===== src/rtl/vga_mem_arbiter_pkg.sv =====
// Shared types and default widths for the VGA memory arbiter, pattern and SPI blocks.
package vga_mem_pkg;

  localparam int VGA_ADDR_W = 10;
  localparam int VGA_DATA_W = 8;

  // Which requester owns the single RAM port in a given cycle.
  typedef enum logic [1:0] {
    SRC_NONE = 2'd0,
    SRC_DISP = 2'd1,
    SRC_HRD  = 2'd2,
    SRC_HWR  = 2'd3
  } slot_src_e;

endpackage


===== src/rtl/vga_mem_arbiter_sync_fifo.sv =====
// Small synchronous FIFO with first-word fall-through head, used to buffer host writes.
module sync_fifo #(
  parameter int DEPTH = 4,
  parameter int WIDTH = 18
) (
  input  logic                     clk,
  input  logic                     rst,
  input  logic                     push,
  input  logic [WIDTH-1:0]         wdata,
  input  logic                     pop,
  output logic [WIDTH-1:0]         rdata,
  output logic                     full,
  output logic                     empty,
  output logic [$clog2(DEPTH):0]   level
);

  localparam int PTR_W = $clog2(DEPTH);
  localparam int LVL_W = PTR_W + 1;

  logic [WIDTH-1:0] mem [DEPTH];
  logic [PTR_W-1:0] wr_ptr_reg, wr_ptr_next;
  logic [PTR_W-1:0] rd_ptr_reg, rd_ptr_next;
  logic [LVL_W-1:0] level_reg, level_next;
  logic             do_push, do_pop;

  assign full    = (level_reg == LVL_W'(DEPTH));
  assign empty   = (level_reg == '0);
  assign level   = level_reg;
  // The head is read combinationally so the arbiter can issue it in the same cycle.
  assign rdata   = mem[rd_ptr_reg];
  assign do_push = push && !full;
  assign do_pop  = pop && !empty;

  always_comb begin
    wr_ptr_next = wr_ptr_reg;
    rd_ptr_next = rd_ptr_reg;
    level_next  = level_reg;
    if (do_push) wr_ptr_next = wr_ptr_reg + PTR_W'(1);
    if (do_pop)  rd_ptr_next = rd_ptr_reg + PTR_W'(1);
    case ({do_push, do_pop})
      2'b10:   level_next = level_reg + LVL_W'(1);
      2'b01:   level_next = level_reg - LVL_W'(1);
      default: level_next = level_reg;
    endcase
  end

  always_ff @(posedge clk) begin
    if (do_push) mem[wr_ptr_reg] <= wdata;
  end

  always_ff @(posedge clk) begin
    if (rst) begin
      wr_ptr_reg <= '0;
      rd_ptr_reg <= '0;
      level_reg  <= '0;
    end else begin
      wr_ptr_reg <= wr_ptr_next;
      rd_ptr_reg <= rd_ptr_next;
      level_reg  <= level_next;
    end
  end

endmodule


===== src/rtl/vga_mem_arbiter.sv =====
// Single-port RAM arbiter: display fetches always win, host reads next, buffered host
// writes drain into otherwise idle cycles.
module vga_mem_arbiter
  import vga_mem_pkg::*;
#(
  parameter int ADDR_W     = VGA_ADDR_W,
  parameter int DATA_W     = VGA_DATA_W,
  parameter int FIFO_DEPTH = 4,
  parameter int STALL_W    = 8
) (
  input  logic                          clk,
  input  logic                          rst,
  input  logic                          disp_req,
  input  logic [ADDR_W-1:0]             disp_addr,
  output logic                          disp_rvalid,
  output logic [DATA_W-1:0]             disp_rdata,
  input  logic                          host_wr_valid,
  output logic                          host_wr_ready,
  input  logic [ADDR_W-1:0]             host_wr_addr,
  input  logic [DATA_W-1:0]             host_wr_data,
  input  logic                          host_rd_valid,
  output logic                          host_rd_ready,
  input  logic [ADDR_W-1:0]             host_rd_addr,
  output logic                          host_rd_rvalid,
  output logic [DATA_W-1:0]             host_rd_rdata,
  output logic                          mem_en,
  output logic                          mem_we,
  output logic [ADDR_W-1:0]             mem_addr,
  output logic [DATA_W-1:0]             mem_wdata,
  input  logic [DATA_W-1:0]             mem_rdata,
  output logic [$clog2(FIFO_DEPTH):0]   fifo_level,
  output logic [STALL_W-1:0]            stall_cnt
);

  localparam int ENTRY_W = ADDR_W + DATA_W;

  slot_src_e           slot;
  slot_src_e           last_src_reg;
  logic                rd_pending_reg, rd_pending_next;
  logic [ADDR_W-1:0]   rd_addr_reg, rd_addr_next;
  logic [STALL_W-1:0]  stall_cnt_reg, stall_cnt_next;

  logic                fifo_push, fifo_pop, fifo_full, fifo_empty;
  logic [ENTRY_W-1:0]  fifo_head;
  logic                rd_accept, rd_want;
  logic [ADDR_W-1:0]   rd_addr_eff;

  sync_fifo #(
    .DEPTH (FIFO_DEPTH),
    .WIDTH (ENTRY_W)
  ) u_wr_fifo (
    .clk   (clk),
    .rst   (rst),
    .push  (fifo_push),
    .wdata ({host_wr_addr, host_wr_data}),
    .pop   (fifo_pop),
    .rdata (fifo_head),
    .full  (fifo_full),
    .empty (fifo_empty),
    .level (fifo_level)
  );

  // A read is only accepted with no older write queued or arriving, so it can never
  // overtake a write the host has already handed over.
  assign host_wr_ready = !fifo_full;
  assign fifo_push     = host_wr_valid && !fifo_full;
  assign host_rd_ready = fifo_empty && !rd_pending_reg && !fifo_push;
  assign rd_accept     = host_rd_valid && host_rd_ready;
  assign rd_want       = rd_pending_reg || rd_accept;
  assign rd_addr_eff   = rd_pending_reg ? rd_addr_reg : host_rd_addr;
  assign fifo_pop      = (slot == SRC_HWR);

  always_comb begin
    slot = SRC_NONE;
    if (!rst) begin
      if (disp_req)         slot = SRC_DISP;
      else if (rd_want)     slot = SRC_HRD;
      else if (!fifo_empty) slot = SRC_HWR;
    end
  end

  always_comb begin
    mem_en    = 1'b0;
    mem_we    = 1'b0;
    mem_addr  = '0;
    mem_wdata = '0;
    case (slot)
      SRC_DISP: begin
        mem_en   = 1'b1;
        mem_addr = disp_addr;
      end
      SRC_HRD: begin
        mem_en   = 1'b1;
        mem_addr = rd_addr_eff;
      end
      SRC_HWR: begin
        mem_en    = 1'b1;
        mem_we    = 1'b1;
        mem_addr  = fifo_head[ENTRY_W-1:DATA_W];
        mem_wdata = fifo_head[DATA_W-1:0];
      end
      default: ;
    endcase
  end

  always_comb begin
    rd_pending_next = rd_pending_reg;
    rd_addr_next    = rd_addr_reg;
    stall_cnt_next  = stall_cnt_reg;
    if (rd_accept) rd_addr_next = host_rd_addr;
    if (slot == SRC_HRD)  rd_pending_next = 1'b0;
    else if (rd_accept)   rd_pending_next = 1'b1;
    if ((slot == SRC_DISP) && (rd_pending_reg || !fifo_empty) &&
        (stall_cnt_reg != {STALL_W{1'b1}}))
      stall_cnt_next = stall_cnt_reg + STALL_W'(1);
  end

  always_ff @(posedge clk) begin
    if (rst) begin
      last_src_reg   <= SRC_NONE;
      rd_pending_reg <= 1'b0;
      rd_addr_reg    <= '0;
      stall_cnt_reg  <= '0;
    end else begin
      last_src_reg   <= slot;
      rd_pending_reg <= rd_pending_next;
      rd_addr_reg    <= rd_addr_next;
      stall_cnt_reg  <= stall_cnt_next;
    end
  end

  assign disp_rvalid    = (last_src_reg == SRC_DISP);
  assign host_rd_rvalid = (last_src_reg == SRC_HRD);
  assign disp_rdata     = mem_rdata;
  assign host_rd_rdata  = mem_rdata;
  assign stall_cnt      = stall_cnt_reg;

endmodule


===== config.mk =====
export PLATFORM = sky130hd
export DESIGN_NAME = vga_mem_arbiter
export DESIGN_NICKNAME = d
export VERILOG_FILES = /design/src/rtl/vga_mem_arbiter_pkg.sv /design/src/rtl/vga_mem_arbiter_sync_fifo.sv /design/src/rtl/vga_mem_arbiter.sv
export SDC_FILE = /design/constraint.sdc
export NUM_CORES = 1
export LEC_CHECK = 0
export CORE_MARGIN = 8
export CORE_UTILIZATION = 29
export CTS_BUF_LIST = sky130_fd_sc_hd__clkbuf_8
export DETAILED_ROUTE_END_ITERATION = 7
export HOLD_SLACK_MARGIN = 0.03
export SETUP_SLACK_MARGIN = 0.15
export SYNTH_ARGS = -nofsm -noshare
export SYNTH_HDL_FRONTEND = slang
export SYNTH_SLANG_ARGS = --single-unit

===== constraint.sdc =====
create_clock -name clk -period 4.6 [get_ports clk]
set_input_delay 0.92 -clock clk [delete_from_list [all_inputs] [get_ports clk]]
set_output_delay 0.92 -clock clk [all_outputs]
set_load 0.01 [all_outputs]

### Word-level counts from Yosys, hierarchy flattened

Memory sizes are Yosys's and may differ from the RTL's. A register that Yosys moved wholly into a read port is not among the register bits.
Cells that the tools add are included.

| cells by class | value |
|---|---|
| $add $sub $neg | 5 |
| eq/ne operators | 9 |
| mux-type cells | 14 |
| reductions and logical operators | 18 |

Operators with widths:

| kind | number |
|---|---|
| 10-bit case mux with 3 select lines | 1 |
| 2-bit two-way mux | 6 |
| 10-bit two-way mux | 1 |
| 8-bit by 1-bit adder with 8-bit output, second input constant | 1 |
| 2-bit == test, second input constant | 4 |
| 1-bit logical AND | 8 |
| 8-bit two-way mux | 1 |
| 8-bit != test, second input constant | 1 |
| 2-bit by 1-bit == test with 1-bit output, second input constant | 3 |
| 3-bit case mux with 2 select lines | 1 |
| 2-bit by 1-bit adder with 2-bit output, second input constant | 2 |
| 1-bit zero test | 4 |
| 1-bit two-way mux | 4 |
| 3-bit by 1-bit adder with 3-bit output, second input constant | 1 |
| 3-bit == test, second input constant | 1 |
| 3-bit zero test | 1 |
| 3-bit OR reduction | 1 |
| 3-bit by 1-bit subtractor with 3-bit output, second input constant | 1 |
| 1-bit logical OR | 2 |
| 2-bit nonzero test | 1 |
| 2-bit OR reduction | 1 |

| storage, ports and cells | value |
|---|---|
| bits in registers | 28 |
| bits in writable memories | 72 |
| input port bits | 51 |
| output and inout bits | 51 |
| memories | 1 |

Memories:

| name | words | width | rd ports | clocked after memory_dff | write ports | line | RTL |
|---|---|---|---|---|---|---|---|
| u_wr_fifo.mem | 4 | 18 | 1 | 1 | 1 | vga_mem_arbiter_sync_fifo.sv:20 | `logic [WIDTH-1:0] mem [DEPTH];` |

### Logic depth before layout (Yosys ltp)

Gate-level depths: netlist of run 1.

| logic depth | value |
|---|---|
| word-level depth | 14 |
| mapped depth | 9 |
| depth with buffers taken out | 9 |

### Hierarchy

A second synthesis of run 1 with hierarchy kept.

| second synthesis, totals | value |
|---|---|
| cells, all modules | 301 |
| area total of the unflattened synthesis | 4425.5 um2 |

Modules (own cells, without submodules):

| module | instances | cells an instance | area an instance (um2) |
|---|---|---|---|
| sync_fifo | 1 | 148 | 3114.2 |
| vga_mem_arbiter | 1 | 153 | 1311.3 |

### Least setup slack after synthesis of run 1

Ideal clock, no wire load.

| timing path | value |
|---|---|
| path kind | input -> register |
| from | input port disp_req |
| to | register u_wr_fifo.level_reg[2], in the netlist u_wr_fifo.level[2] |
| setup time | 0.070 ns |
| arrival time | 2.697 ns |
| slack | 1.833 ns |
| cell stages on the path | 8 |
| buffers on the path | 1 |
| path through | nor4_1 -> clkbuf_1 -> ha_1 -> inv_1 -> fa_1 -> xor2_1 -> or3_1 -> a21oi_1 |

| between the ends | value |
|---|---|
| word-level cells in the longest chain between the ends | 6 |
| elaborated cells on any way between the ends | 8 |
| those cells by class | eq/ne: 3; mux: 3; reduce/logical: 2 |

RTL lines:

| item | line | RTL |
|---|---|---|
| from (decl) | vga_mem_arbiter.sv:13 | `input logic disp_req,` |
| 2-bit two-way mux * | vga_mem_arbiter.sv:76 | `if (disp_req) slot = SRC_DISP;` |
| 2-bit two-way mux * | vga_mem_arbiter.sv:75 | `if (!rst) begin` |
| 2-bit == test * | vga_mem_arbiter.sv:71 | `assign fifo_pop = (slot == SRC_HWR);` |
| 1-bit logical AND * | vga_mem_arbiter_sync_fifo.sv:32 | `assign do_pop = pop && !empty;` |
| net u_wr_fifo.do_pop | vga_mem_arbiter_sync_fifo.sv:24 | `logic do_push, do_pop;` |
| 2-bit by 1-bit == test with 1-bit output / 2-bit == test (equally long branches) | vga_mem_arbiter_sync_fifo.sv:40 | `case ({do_push, do_pop})` |
| 3-bit case mux with 2 select lines / 2-bit nonzero test (equally long branches) | -- |  |
| to (signal assigned) | vga_mem_arbiter_sync_fifo.sv:59 | `level_reg <= level_next;` |
| to (decl) | vga_mem_arbiter_sync_fifo.sv:23 | `logic [LVL_W-1:0] level_reg, level_next;` |

The timed path passes the listed nets; every way through them passes the cells marked *.
A chain may end at the register's enable or synchronous reset.

### Worst setup path after layout of run 1

| timing path | value |
|---|---|
| from | input port rst |
| to | output port mem_addr[5] |

| between the ends | value |
|---|---|
| word-level cells in the longest chain between the ends | 3 |
| elaborated cells on any way between the ends | 5 |
| those cells by class | eq/ne: 3; mux: 2 |

RTL lines:

| item | line | RTL |
|---|---|---|
| from (decl) | vga_mem_arbiter.sv:12 | `input logic rst,` |
| 2-bit two-way mux * | vga_mem_arbiter.sv:75 |  |
| 2-bit == test / 2-bit by 1-bit == test with 1-bit output (equally long branches) | vga_mem_arbiter.sv:87 | `case (slot)` |
| 10-bit case mux with 3 select lines * | vga_mem_arbiter.sv:87 |  |
| to (decl) | vga_mem_arbiter.sv:28 | `output logic [ADDR_W-1:0] mem_addr,` |

Mark *: on every way between the ends. The rest lies on a longest branch, timed or not.

==> results of run 1 <==
worst max-delay path: cells and delay by family:
| kind | cells | cell delay (ps) |
|---|---|---|
| and+or+nand+nor | 2 | 220 |
| buffers and inverters | 2 | 1310 |
| AOI/OAI and AO/OA | 2 | 620 |
power breakdown:
group	internal [mW]	switching, mW	total (mW)
clock network	0.220	0.347	0.567
logic	0.212	0.188	0.400
registers	1.05	0.0416	1.09
cell type report:
class / count / area [µm²] / share of cell area, %
clock buffers: 9 / 124 / 2.26
clock inverters: 7 / 78.8 / 1.44
inverters: 9 / 33.8 / 0.617
multi-input cells: 167 / 1450 / 26.5
flip-flops and latches: 102 / 2760 / 50.4
well taps: 188 / 235 / 4.29
repair buffers: 80 / 793 / 14.5
cells by family after synthesis:
logic type | Yosys count | synth area share [%]
xor gates and xnor gates | 6 | 1.18
AOI/OAI and AO/OA | 28 | 4.84
adders and majority gates | 7 | 2.14
and+or+nand+nor | 85 | 9.65
DFF | 102 | 62.1
muxes | 41 | 14.7
buffers and inverters | 40 | 5.35
routing by layer:
layer  vias up  global-route usage (%)  wire length (µm)
li1       1247                       -                 -
met1      1292                    11.9              4270
met2        65                    17.2              4800
met3        27                    4.17               667
met4         2                    3.14               142
met5         -                       0                13
synth_stat cells (2+ instances only):
| master | instances |
|---|---|
| o41ai_1 | 2 |
| nand2_1 | 27 |
| a22oi_1 | 10 |
| edfxtp_1 | 72 |
| a21oi_1 | 6 |
| ha_1 | 6 |
| o21ai_0 | 3 |
| inv_1 | 9 |
| and2b_1 | 2 |
| nor4_1 | 2 |
| buf_1 | 2 |
| xor2_1 | 3 |
| buf_2 | 4 |
| buf_6 | 3 |
| or3_1 | 3 |
| o311ai_0 | 2 |
| nand3_1 | 2 |
| nor2b_1 | 4 |
| xnor2_1 | 3 |
| mux2_2 | 10 |
| and3_1 | 4 |
| mux2i_1 | 12 |
| buf_4 | 16 |
| and2_1 | 9 |
| nor2_1 | 25 |
| clkbuf_1 | 6 |
| dfxtp_1 | 30 |
| mux4_2 | 18 |
per-stage QoR:
stage	area, µm²	hold slack [ps]	util (%)	power (mW)	std cells
6_report	5480	464	36.3	2.06	562
5_1_grt	5480	503	36.3	2.16	562
4_1_cts	5480	473	36.3	2.10	562
3_5_place_dp	5280	450	35.0	1.52	546
3_3_place_gp	5280	442	35.0	1.52	546
2_1_floorplan	4450	427	-	1.36	309
path summary, 6_finish.rpt:
path / startpoint / end / slack, ps / depth (start not counted)
worst max-delay path: rst / mem_addr[5] / 610 / 6
worst min-delay path: u_wr_fifo.rd_ptr_reg[1] / u_wr_fifo.rd_ptr_reg[1] / 460 / 1
worst max register to register: rd_pending_reg / u_wr_fifo.level[2] / 2070 / 8
worst min register to register: u_wr_fifo.rd_ptr_reg[1] / u_wr_fifo.rd_ptr_reg[1] / 460 / 1
==> metrics.txt, run 1 <==
status=completed; PostCTS Resize Cnt=0; unrepaired setup endpoints after global routing=false; Synthesized Nets=367; 1st-iter DRT viols=78; fin crit period=3990 ps; num rows=45; vias in the first global route=2817; post-place setup slack=619 ps; leading cell type in the layout, fill and taps excluded=clkdlybuf4s50_1; final setup vio count=0; Max-Cap Viols=0; final hold vios=0; DIE HEIGHT=140 µm; fillers=1463; IO buf count=77; WP data required=3680 ps; #FFs+latches synth=102; worst-margin pin slew=1040 ps; Root Buffer=clkbuf_8; setup_tns=0 ps; routed len/inst=17.6 µm; Slew Viols, Final=0; Max IR drop VDD=191 µV; period utilisation layout=86.8%; Max Clk Rate=251 MHz; sequential area share after synthesis=62.1%; max reg flops=72; CTS Buffer Depth=2; GP Congestion=0.696; Main synth FF type=edfxtp_1; Max FO, Critical Path=15; initial antenna violation count=1; later-pin clock latency in the skew report=370 ps; Clock Skews=8.88 ps; crit path launch type=primary input; post-synth top area share=48.6%; FFs w/ async S/R, synth=0%; hold buffer count at CTS=0; synth unique cells=42; GRT Overall Usage=10.3%; Rel. slew slack=30.5%; layout cell share with drive strength beyond 1=15.0%; H-tree level count=3; Avg Inst Size Synth=14.4 µm²; top post-synthesis cells by area=edfxtp_1 49%, dfxtp_1 14%, mux4_2 9.1%; cell accounting for the most synthesized area=edfxtp_1; Worst Setup Slack, final=609 ps; Worst EP arrival=3070 ps; Via density=4.69; first-pass GRT wire length=15500 µm; P&R area growth vs syn=23.2%; vias post-DR=2633; grt total ovfl=0; clock-pin slew on the worst setup and hold paths=100 ps; nets=427; commonest cells after routing, fill and taps aside=77 x clkdlybuf4s50_1, 72 x edfxtp_1, 30 x dfxtp_1; Die W=140 µm; DIE AREA=19500 µm²; CTS tree=done; crit-path max cell delay=820 ps; Synth Warn #=0; Worst setup EP type=output port; Most common cell on crit path=clkdlybuf4s50_1; Initial Util=29.5%; Synth Instances=309; largest net degree at the start of global routing=22; critical-path cell list=clkdlybuf4s50_1, nor2_1, a31o_2, a22oi_1, nand2_1, clkdlybuf4s50_1; Mapped Area=4450 µm²; Num CTS Buffers=9; Leak=1.91 nW; number of flops mapped to enable cells by yosys=72; slowest CP cell=clkdlybuf4s50_1; # clock sinks=102; Power Dens Cells=376 nW/µm²; Routed Antenna Nets=0; setup bufs post-CTS=0; # DRC=0; crit path kind=primary input to output port; I/O pin count=102; post-DP HPWL=6870 µm; ANT cells=0; WL final=9900 µm; core area=15100 µm²; drt pass-1 iters=4; worst min-delay path class=flop to flop
No activity file was read; power rests on OpenSTA's default activity.
==> inputs of run 2 (changes only) <==
--- a/config.mk
+++ b/config.mk
@@ -5,6 +5,7 @@
 export SDC_FILE = /design/constraint.sdc
 export NUM_CORES = 1
 export LEC_CHECK = 0
+export ABC_AREA = 0
 export CORE_MARGIN = 8
 export CORE_UTILIZATION = 29
 export CTS_BUF_LIST = sky130_fd_sc_hd__clkbuf_8
==> constraint.sdc (replaced) <==
create_clock -name clk -period 4.1 [get_ports clk]
set_input_delay 0.82 -clock clk [delete_from_list [all_inputs] [get_ports clk]]
set_output_delay 0.82 -clock clk [all_outputs]
set_load 0.01 [all_outputs]
==> metrics.txt, run 2 (same netlist as run 1, synthesis figures left out) <==
crit-path max cell delay=550 ps (was 820 ps); num rows=45 (unchanged); RR Endpoint=u_wr_fifo.level[2] (unchanged); status=completed (unchanged); WP data required=3280 ps (was 3680 ps); setup bufs post-CTS=0 (unchanged); critical path's top delay family=buffers and inverters (unchanged); worst min-delay path class=flop to flop (unchanged); Max-Cap Viols=0 (unchanged); Die W=140 µm (unchanged); post-DP HPWL=6950 µm (was 6870 µm); leading cell type in the layout, fill and taps excluded=clkdlybuf4s50_1 (unchanged); period utilisation layout=88.1%; unrepaired setup endpoints after global routing=false (unchanged); # clock sinks=102 (unchanged); worst-margin pin slew=766 ps (was 1040 ps); Clock Skews=7.93 ps (was 8.88 ps); routed len/inst=17.4 µm (was 17.6 µm); Via density=4.65 (was 4.69); first-pass GRT wire length=15300 µm (was 15500 µm); crit path buf inv count=2 (unchanged); crit path launch type=primary input (unchanged); Max IR drop VDD=346 µV (was 191 µV); I/O pin count=102 (unchanged); drt pass-1 iters=4 (unchanged); Max FO, Critical Path=10 (was 15); max reg flops=72 (unchanged); final setup vio count=0 (unchanged); IO buf count=77 (unchanged); P&R area growth vs syn=24.1% (was 23.2%); cell total after placement=554 (was 546); H-tree level count=3 (unchanged); DIE HEIGHT=140 µm (unchanged); GRT Overall Usage=10.3% (about the same); nets=435 (was 427); initial antenna violation count=1 (unchanged); Worst EP arrival=2790 ps (was 3070 ps); # DRC=0 (unchanged); WL final=9940 µm (was 9900 µm); Root Buffer=clkbuf_8 (unchanged); clock-pin slew on the worst setup and hold paths=100 ps (about the same); PostCTS Resize Cnt=0 (unchanged); Worst setup EP type=output port (unchanged); largest net degree at the start of global routing=19 (was 22); hold buffer count at CTS=0 (unchanged); Rel. slew slack=48.5% (was 30.5%); CTS tree=done (unchanged); slowest CP cell=clkdlybuf4s50_1 (unchanged); fillers=1470 (was 1463); DIE AREA=19500 µm² (unchanged); 1st-iter DRT viols=142 (was 78); vias post-DR=2649 (was 2633); Power Dens Cells=412 nW/µm² (was 376 nW/µm²); vias in the first global route=2720 (was 2817); Leak=1.94 nW (was 1.91 nW); Routed Antenna Nets=0 (unchanged); Hold Path Stages=1 (unchanged); commonest cells after routing, fill and taps aside=77 x clkdlybuf4s50_1, 72 x edfxtp_1, 30 x dfxtp_1 (unchanged); ANT cells=0 (unchanged); final hold vios=0 (unchanged); CTS Buffer Depth=2 (unchanged); later-pin clock latency in the skew report=380 ps (was 370 ps); critical-path cell list=clkdlybuf4s50_1, and2b_1, a31o_2, a22oi_1, nand2_1, clkdlybuf4s50_1 (was clkdlybuf4s50_1, nor2_1, a31o_2, a22oi_1, nand2_1, clkdlybuf4s50_1); Initial Util=29.5% (unchanged); fin crit period=3610 ps; Final Non-Filler Cells=570 (was 562); reg2reg start=rd_pending_reg (unchanged); Num CTS Buffers=9 (unchanged); crit path kind=primary input to output port (unchanged); Slew Viols, Final=0 (unchanged); core area=15100 µm² (unchanged); min-delay src=u_wr_fifo.rd_ptr_reg[1] (unchanged); setup_tns=0 ps (unchanged); Reg2Reg Setup Slack=1600 ps (was 2070 ps); layout cell share with drive strength beyond 1=16.5% (was 15.0%); GP Congestion=0.708 (was 0.696); grt total ovfl=0 (unchanged); Max Clk Rate=277 MHz; Most common cell on crit path=clkdlybuf4s50_1 (unchanged); r2r worst-path depth=8 (unchanged)
[run 2: layout make-up]
class	instances	area (µm²)	share of cell area, %
clock buffers	9	124	2.24
clock inverters	7	58.8	1.07
inverters	9	33.8	0.612
multi-input cells	167	1450	26.3
flip-flops and latches	102	2760	50.1
well taps	188	235	4.26
repair buffers	88	853	15.5
[run 2: worst reg2reg max path: cells and delay by family (launching register included)]
kind,cells,cell delay [ps]
simple gates,2,710
fa+ha+maj,2,570
flops,1,560
buf+inv,2,300
xor+xnor,1,150
compound gates,1,140
[run 2: power breakdown]
group          internal [mW]  leakage [nW]  total [mW]  switching (mW)
sequential              1.18         0.905        1.21          0.0363
combinational          0.245         0.941       0.466           0.221
clock                  0.229        0.0907       0.595           0.366
[run 2: per-layer routing]
metal	track usage, %	vias to the layer above	wire, µm
li1	-	1260	-
met1	12.9	1293	4430
met2	16.0	71	4700
met3	3.83	23	655
met4	3.77	2	143
met5	0	-	10
[run 2: worst max-delay path by stage]
stage / to / cells past startpoint / slack [ps] / start
2_1_floorplan: u_wr_fifo.level[2] / 8 / 1430 / disp_req
3_5_place_dp: mem_addr[4] / 6 / 480 / host_wr_valid
5_1_grt: mem_addr[7] / 6 / 360 / host_wr_valid
6_report: mem_addr[7] / 6 / 490 / host_wr_valid
3_3_place_gp: mem_addr[6] / 6 / 530 / host_wr_valid
4_1_cts: mem_addr[4] / 6 / 480 / host_wr_valid
[run 2: metrics by stage]
step                      utilization (%)  cell area, µm²  setup WS [ps]  hold slack, ps  power, mW
after floorplan                         -            4450           1430             427       1.53
after global placement               35.4            5340            535             447       1.71
after detailed placement             35.4            5340            481             447       1.71
after CTS                            36.6            5520            477             463       2.31
after global routing                 36.6            5520            363             497       2.39
final                                36.6            5520            487             456       2.28
==> variant 1, RTL diff (flow settings as in run 1) <==
Re-encode `slot_src_e` (4 values) as one-hot, 4 bits wide.
--- a/src/rtl/vga_mem_arbiter_pkg.sv
+++ b/src/rtl/vga_mem_arbiter_pkg.sv
@@ -6,9 +6,9 @@
 
   // Which requester owns the single RAM port in a given cycle.
-  typedef enum logic [1:0] {
-    SRC_NONE = 2'd0,
-    SRC_DISP = 2'd1,
-    SRC_HRD  = 2'd2,
-    SRC_HWR  = 2'd3
+  typedef enum logic [3:0] {
+    SRC_NONE = 4'b0001,
+    SRC_DISP = 4'b0010,
+    SRC_HRD  = 4'b0100,
+    SRC_HWR  = 4'b1000
   } slot_src_e;
 
Function: no difference found for any inputs over 10 cycles, from zero or initial values and one cycle with rst high; not proved beyond that.
==> variant 1 against run 1 <==
  * Worst hold slack got worse by 0.0056 ns
  * Sequential cell count increased by 2
  * Total power is 4.0% higher
  * Setup slack worse by 0.13 ns
  * First-iteration DRC count grew 91%
  * Sequential share of layout area grew 0.051 points
  * Area after synthesis increased by 0.37%
  * Final area is 1.3% higher
  * Global-route usage increased by 0.81 points
  * Combinational power is 1% higher
  * Wire length increased by 6.3%
  * Register-to-register slack lost 0.39 ns
  * Critical endpoint is now mem_addr[2]
  * Highest routed layer is now met4
==> variant 1: results (changes against run 1) <==
{
  "place": {
    "place.detailed.hpwl": {"value": 7329, "unit": "um", "change": "+6.6%"},
    "detailed_place.area": {"value": 5333, "unit": "sq um", "change": "+1.1%"},
    "post_place_setup_slack": {"value": 0.4566, "unit": "ns", "change": "-0.1626 ns"}
  },
  "detailed_routing": {
    "drtIter0Drc": {"value": 149, "change": "+91%"},
    "route.detailed.wl_per_inst": {"value": 18.14, "unit": "um", "change": "+3.0%"}
  },
  "global_route": {
    "first_global_vias": {"value": 2995, "change": "+6.3%"},
    "grt_use_met3": {"value": 3.806, "unit": "%", "change": "-0.37 points"},
    "global_route_track_usage_on_met2": {"value": 18.68, "unit": "%", "change": "+1.5 points"},
    "antenna_found_initial": {"value": 0, "change": "-1"},
    "grt_first_pass_wirelength": {"value": 16510, "unit": "um", "change": "+6.8%"},
    "grt_start_max_net_pins": {"value": 23, "change": "+4.5%"}
  },
  "finish": {
    "final-clk-cell-share": {"value": 3.966, "unit": "%", "change": "+0.27 points"},
    "count_of_sequential_standard_cells": {"value": 104, "change": "+2.0%"},
    "nFillCells": {"value": 1457, "change": "-0.41%"},
    "multi_input_comb_cells": {"value": 179, "change": "+7.2%"},
    "seq_area": {"value": 2803, "unit": "sq um", "change": "+1.4%"}
  },
  "timing": {
    "final_period_minus_worst_setup_slack": {"value": 4.124, "unit": "ns", "change": "+0.1326 ns"},
    "hold_slack": {"value": 0.4587, "unit": "ns", "change": "-0.005586 ns"}
  },
  "synthesis": {
    "ys_top_cells_by_area": "sky130_fd_sc_hd__edfxtp_1 48%, sky130_fd_sc_hd__dfxtp_1 14%, sky130_fd_sc_hd__mux4_2 9.1%",
    "netlist_top_cells_count": "72 x sky130_fd_sc_hd__edfxtp_1, 35 x sky130_fd_sc_hd__nand2_1, 32 x sky130_fd_sc_hd__dfxtp_1",
    "synth_cell_types": {"value": 40, "change": "-4.8%"},
    "synthesis.instances": {"value": 323, "change": "+4.5%"}
  },
  "setup_path": {
    "maximum_fanout_encountered_on_the_critical_timing_path": {"value": 22, "change": "+7"},
    "ff2ff_setup_slack": {"value": 1.68, "unit": "ns", "change": "-0.39 ns"}
  },
  "run_status": {
    "outcome": "completed"
  },
  "pwr": {
    "comb_power_share": {"value": 18.9, "unit": "%", "change": "-0.5 points"},
    "power.share.clock": {"value": 29.1, "unit": "%", "change": "+1.6 points"},
    "vdd_drop_max": {"value": 0.2443, "unit": "mV", "change": "+28%"},
    "cellPowerDensity": {"value": 385.9, "unit": "nW/um^2", "change": "+2.6%"},
    "power_leakage": {"value": 1.894, "unit": "nW", "change": "-0.80%"}
  }
}
## variant 1: cell types whose count changed after synthesis, sizes merged, moves of 5 or more
cell,delta
nor2,-12
nand3,+11
and3,+9
and2,-5
mux2i,-10
a21oi,+11
nand2,+8
## variant 1: metal layers
| layer | vias up | share of wire [%] | routed length, um |
|---|---|---|---|
| met2 | 88 | 50 | 5213 |
| li1 | 1317 | - | - |
| met5 | - | 0 | 0 |
| met3 | 21 | 6.4 | 675 |
| met4 | 0 | 2.0 | 207 |
| met1 | 1368 | 42 | 4426 |
## variant 1: worst paths after layout
path | start | depth (start not counted) | endpoint
worst max register to register | u_wr_fifo.level[0] | 8 | u_wr_fifo.level[2]
worst min-delay path | rd_addr_reg[9] | 2 | rd_addr_reg[9]
worst max-delay path | rst | 7 | mem_addr[2]
worst min register to register | rd_addr_reg[9] | 2 | rd_addr_reg[9]
## variant 1: logic make-up (layout without fill, tap and decap cells)
| group | count (synthesis) | count (layout) | synth area share (%) |
|---|---|---|---|
| AO/OA/AOI/OAI | 37 | 37 | 5.496 |
| buffers and inverters | 40 | 109 | 5.104 |
| XOR/XNOR | 7 | 7 | 1.374 |
| flip-flops | 104 | 104 | 62.82 |
| adder cells (fa/ha/maj) | 7 | 7 | 2.131 |
| multiplexers | 30 | 30 | 12.06 |
| AND/OR/NAND/NOR | 98 | 98 | 11.02 |
## variant 1: critical path, cell delays in order
cell and delay (ns):
sky130_fd_sc_hd__clkdlybuf4s50_1 0.68, sky130_fd_sc_hd__buf_4 0.32, sky130_fd_sc_hd__nor2_1 0.07, sky130_fd_sc_hd__a31o_2 0.35
sky130_fd_sc_hd__a22oi_1 0.29, sky130_fd_sc_hd__nand2_1 0.08, sky130_fd_sc_hd__clkdlybuf4s50_1 0.49
==> variant 2, RTL diff (flow settings as in run 1) <==
Made on the original files. Set the package constant `VGA_DATA_W` to 10 (it was 8).
--- a/src/rtl/vga_mem_arbiter_pkg.sv
+++ b/src/rtl/vga_mem_arbiter_pkg.sv
@@ -3,5 +3,5 @@
 
   localparam int VGA_ADDR_W = 10;
-  localparam int VGA_DATA_W = 8;
+  localparam int VGA_DATA_W = 10;
 
   // Which requester owns the single RAM port in a given cycle.
Interface: changed (5 resized); port bits go from 102 to 112. No check against the original RTL was run, so the function may have changed too.
==> variant 2 against run 1 <==
  * Via count rose by 11%
  * Setup slack gained 0.078 ns
  * Total power increased by 6.2%
  * Final area grew 8.1%
  * Wire length rose by 13%
  * Clock skew decreased by 0.00095 ns
  * Sequential cell count increased by 8
  * Area after synthesis up 7.9%
  * Critical path type unchanged
  * Largest cell class unchanged
==> variant 2: results (changes against run 1) <==
{
  "synthesis": {
    "postSynthNetCount": {"value": 405, "change": "+10%"},
    "synth-edff-count": {"value": 80, "change": "+11%"},
    "ys_top_cells_by_area": "sky130_fd_sc_hd__edfxtp_1 50%, sky130_fd_sc_hd__dfxtp_1 13%, sky130_fd_sc_hd__mux4_2 9.4%",
    "postSynthAreaPerCell": {"value": 13.99, "unit": "sq um", "change": "-2.8%"},
    "ys_seq_area_share": {"value": 62.58, "unit": "%", "change": "+0.44 points"},
    "synth_cell_types": {"value": 44, "change": "+4.8%"}
  },
  "place": {
    "detailed_place.area": {"value": 5743, "unit": "sq um", "change": "+8.8%"},
    "port_buffers": {"value": 81, "change": "+5.2%"},
    "gp_routability_congestion": {"value": 0.7659, "change": "+10%"},
    "dp.cells": {"value": 618, "change": "+13%"}
  },
  "detailed_routing": {
    "dr_wl_met2": {"value": 5264, "unit": "um", "change": "+9.6%"},
    "route.met3.wl": {"value": 761, "unit": "um", "change": "+14%"},
    "drtIter0Drc": {"value": 122, "change": "+56%"},
    "vias": {"value": 2913, "change": "+11%"},
    "wl_met1": {"value": 4949, "unit": "um", "change": "+16%"},
    "route.top_layer_used": "met4"
  },
  "global_route": {
    "grt_first_pass_wirelength": {"value": 17640, "unit": "um", "change": "+14%"},
    "first_global_vias": {"value": 3116, "change": "+11%"},
    "globalRouteTotalUtil": {"value": 11.17, "unit": "%", "change": "+0.87 points"},
    "antenna_found_initial": {"value": 0, "change": "-1"}
  },
  "setup_path": {
    "worst-endpoint-arrival": {"value": 2.99, "unit": "ns", "change": "-0.08 ns"},
    "maximum_fanout_encountered_on_the_critical_timing_path": {"value": 10, "change": "-5"},
    "critical-path-max-stage-delay": {"value": 0.54, "unit": "ns", "change": "-0.28 ns"}
  },
  "pwr": {
    "power_leakage": {"value": 1.971, "unit": "nW", "change": "+3.2%"},
    "sw_frac_of_total": {"value": 28.14, "unit": "%", "change": "+0.14 points"}
  },
  "run_status": {
    "outcome": "completed"
  },
  "finish": {
    "final_layout_size_suffix_gt1_share": {"value": 14.98, "unit": "%", "change": "about the same"},
    "fin_nets": {"value": 471, "change": "+10%"}
  },
  "timing": {
    "tightest_slew_margin_relative_to_the_limit": {"value": 38.45, "unit": "%", "change": "+8.0 points"}
  }
}
==> variant 2: cell types whose count changed after synthesis, sizes merged, moves of 3 or more <==
| cell | change |
|---|---|
| mux2i | -9 |
| inv | -3 |
| nand3 | +12 |
| edfxtp | +8 |
| a21oi | +10 |
| nor2 | -7 |
| clkbuf | +4 |
| buf | +3 |
| nand2 | +7 |
==> variant 2: worst paths after layout <==
kind | startpoint | to | slack (ns)
setup / recovery | host_wr_valid | mem_addr[3] | 0.69
hold / removal | rd_addr_reg[8] | rd_addr_reg[8] | 0.46
setup reg to reg | rd_pending_reg | u_wr_fifo.level[2] | 1.91
hold reg to reg | rd_addr_reg[8] | rd_addr_reg[8] | 0.46
==> variant 2: layer usage <==
metal | vias to the layer above | GRT usage, %
li1 | 1389 | -
met1 | 1422 | 13.61
met2 | 72 | 18.35
met3 | 30 | 3.632
met4 | 0 | 3.614
met5 | - | 0
==> variant 2: kinds of logic after synthesis <==
| group | synth area share, % |
|---|---|
| adder cells (fa/ha/maj) | 1.982 |
| buffers and inverters | 5.476 |
| flip-flops | 62.58 |
| multiplexers | 12.36 |
| AO/OA/AOI/OAI | 5.163 |
| XOR/XNOR | 1.095 |
| AND/OR/NAND/NOR | 11.34 |
==> variant 2: through the flow <==
| stage | power (mW) | worst slack (ns) |
|---|---|---|
| 2_1_floorplan | 1.475 | 1.629 |
| 3_3_place_gp | 1.656 | 0.6898 |
| 3_5_place_dp | 1.670 | 0.6553 |
| 4_1_cts | 2.221 | 0.6572 |
| 5_1_grt | 2.299 | 0.5591 |
| 6_report | 2.187 | 0.6872 |
==> variant 2: power groups by stage <==
stage	clock [mW]	sequential (mW)	combinational, mW
5_1_grt	0.611	1.19	0.495
3_5_place_dp	0	1.21	0.463
2_1_floorplan	0	1.19	0.288
4_1_cts	0.572	1.18	0.465
6_report	0.550	1.18	0.455
3_3_place_gp	0	1.20	0.453
==> variant 2: cell type report <==
cell class,count,area (sq um)
timing repair buffer,93,900.9
clock buffer,9,123.9
tap,220,275.3
fill,1544,10480
inverter,6,22.52
multi-input combinational,189,1541
clock inverter,7,56.30
sequential,110,3003
==> variant 2: worst reg2reg max path, cell delays in order (launching register included) <==
cell and delay [ns]:
sky130_fd_sc_hd__dfxtp_1 0.57, sky130_fd_sc_hd__nor4_4 0.44, sky130_fd_sc_hd__buf_4 0.32, sky130_fd_sc_hd__ha_1 0.22, sky130_fd_sc_hd__inv_1 0.06, sky130_fd_sc_hd__fa_1 0.37
sky130_fd_sc_hd__xor2_1 0.16, sky130_fd_sc_hd__or3_1 0.33, sky130_fd_sc_hd__a21oi_1 0.15
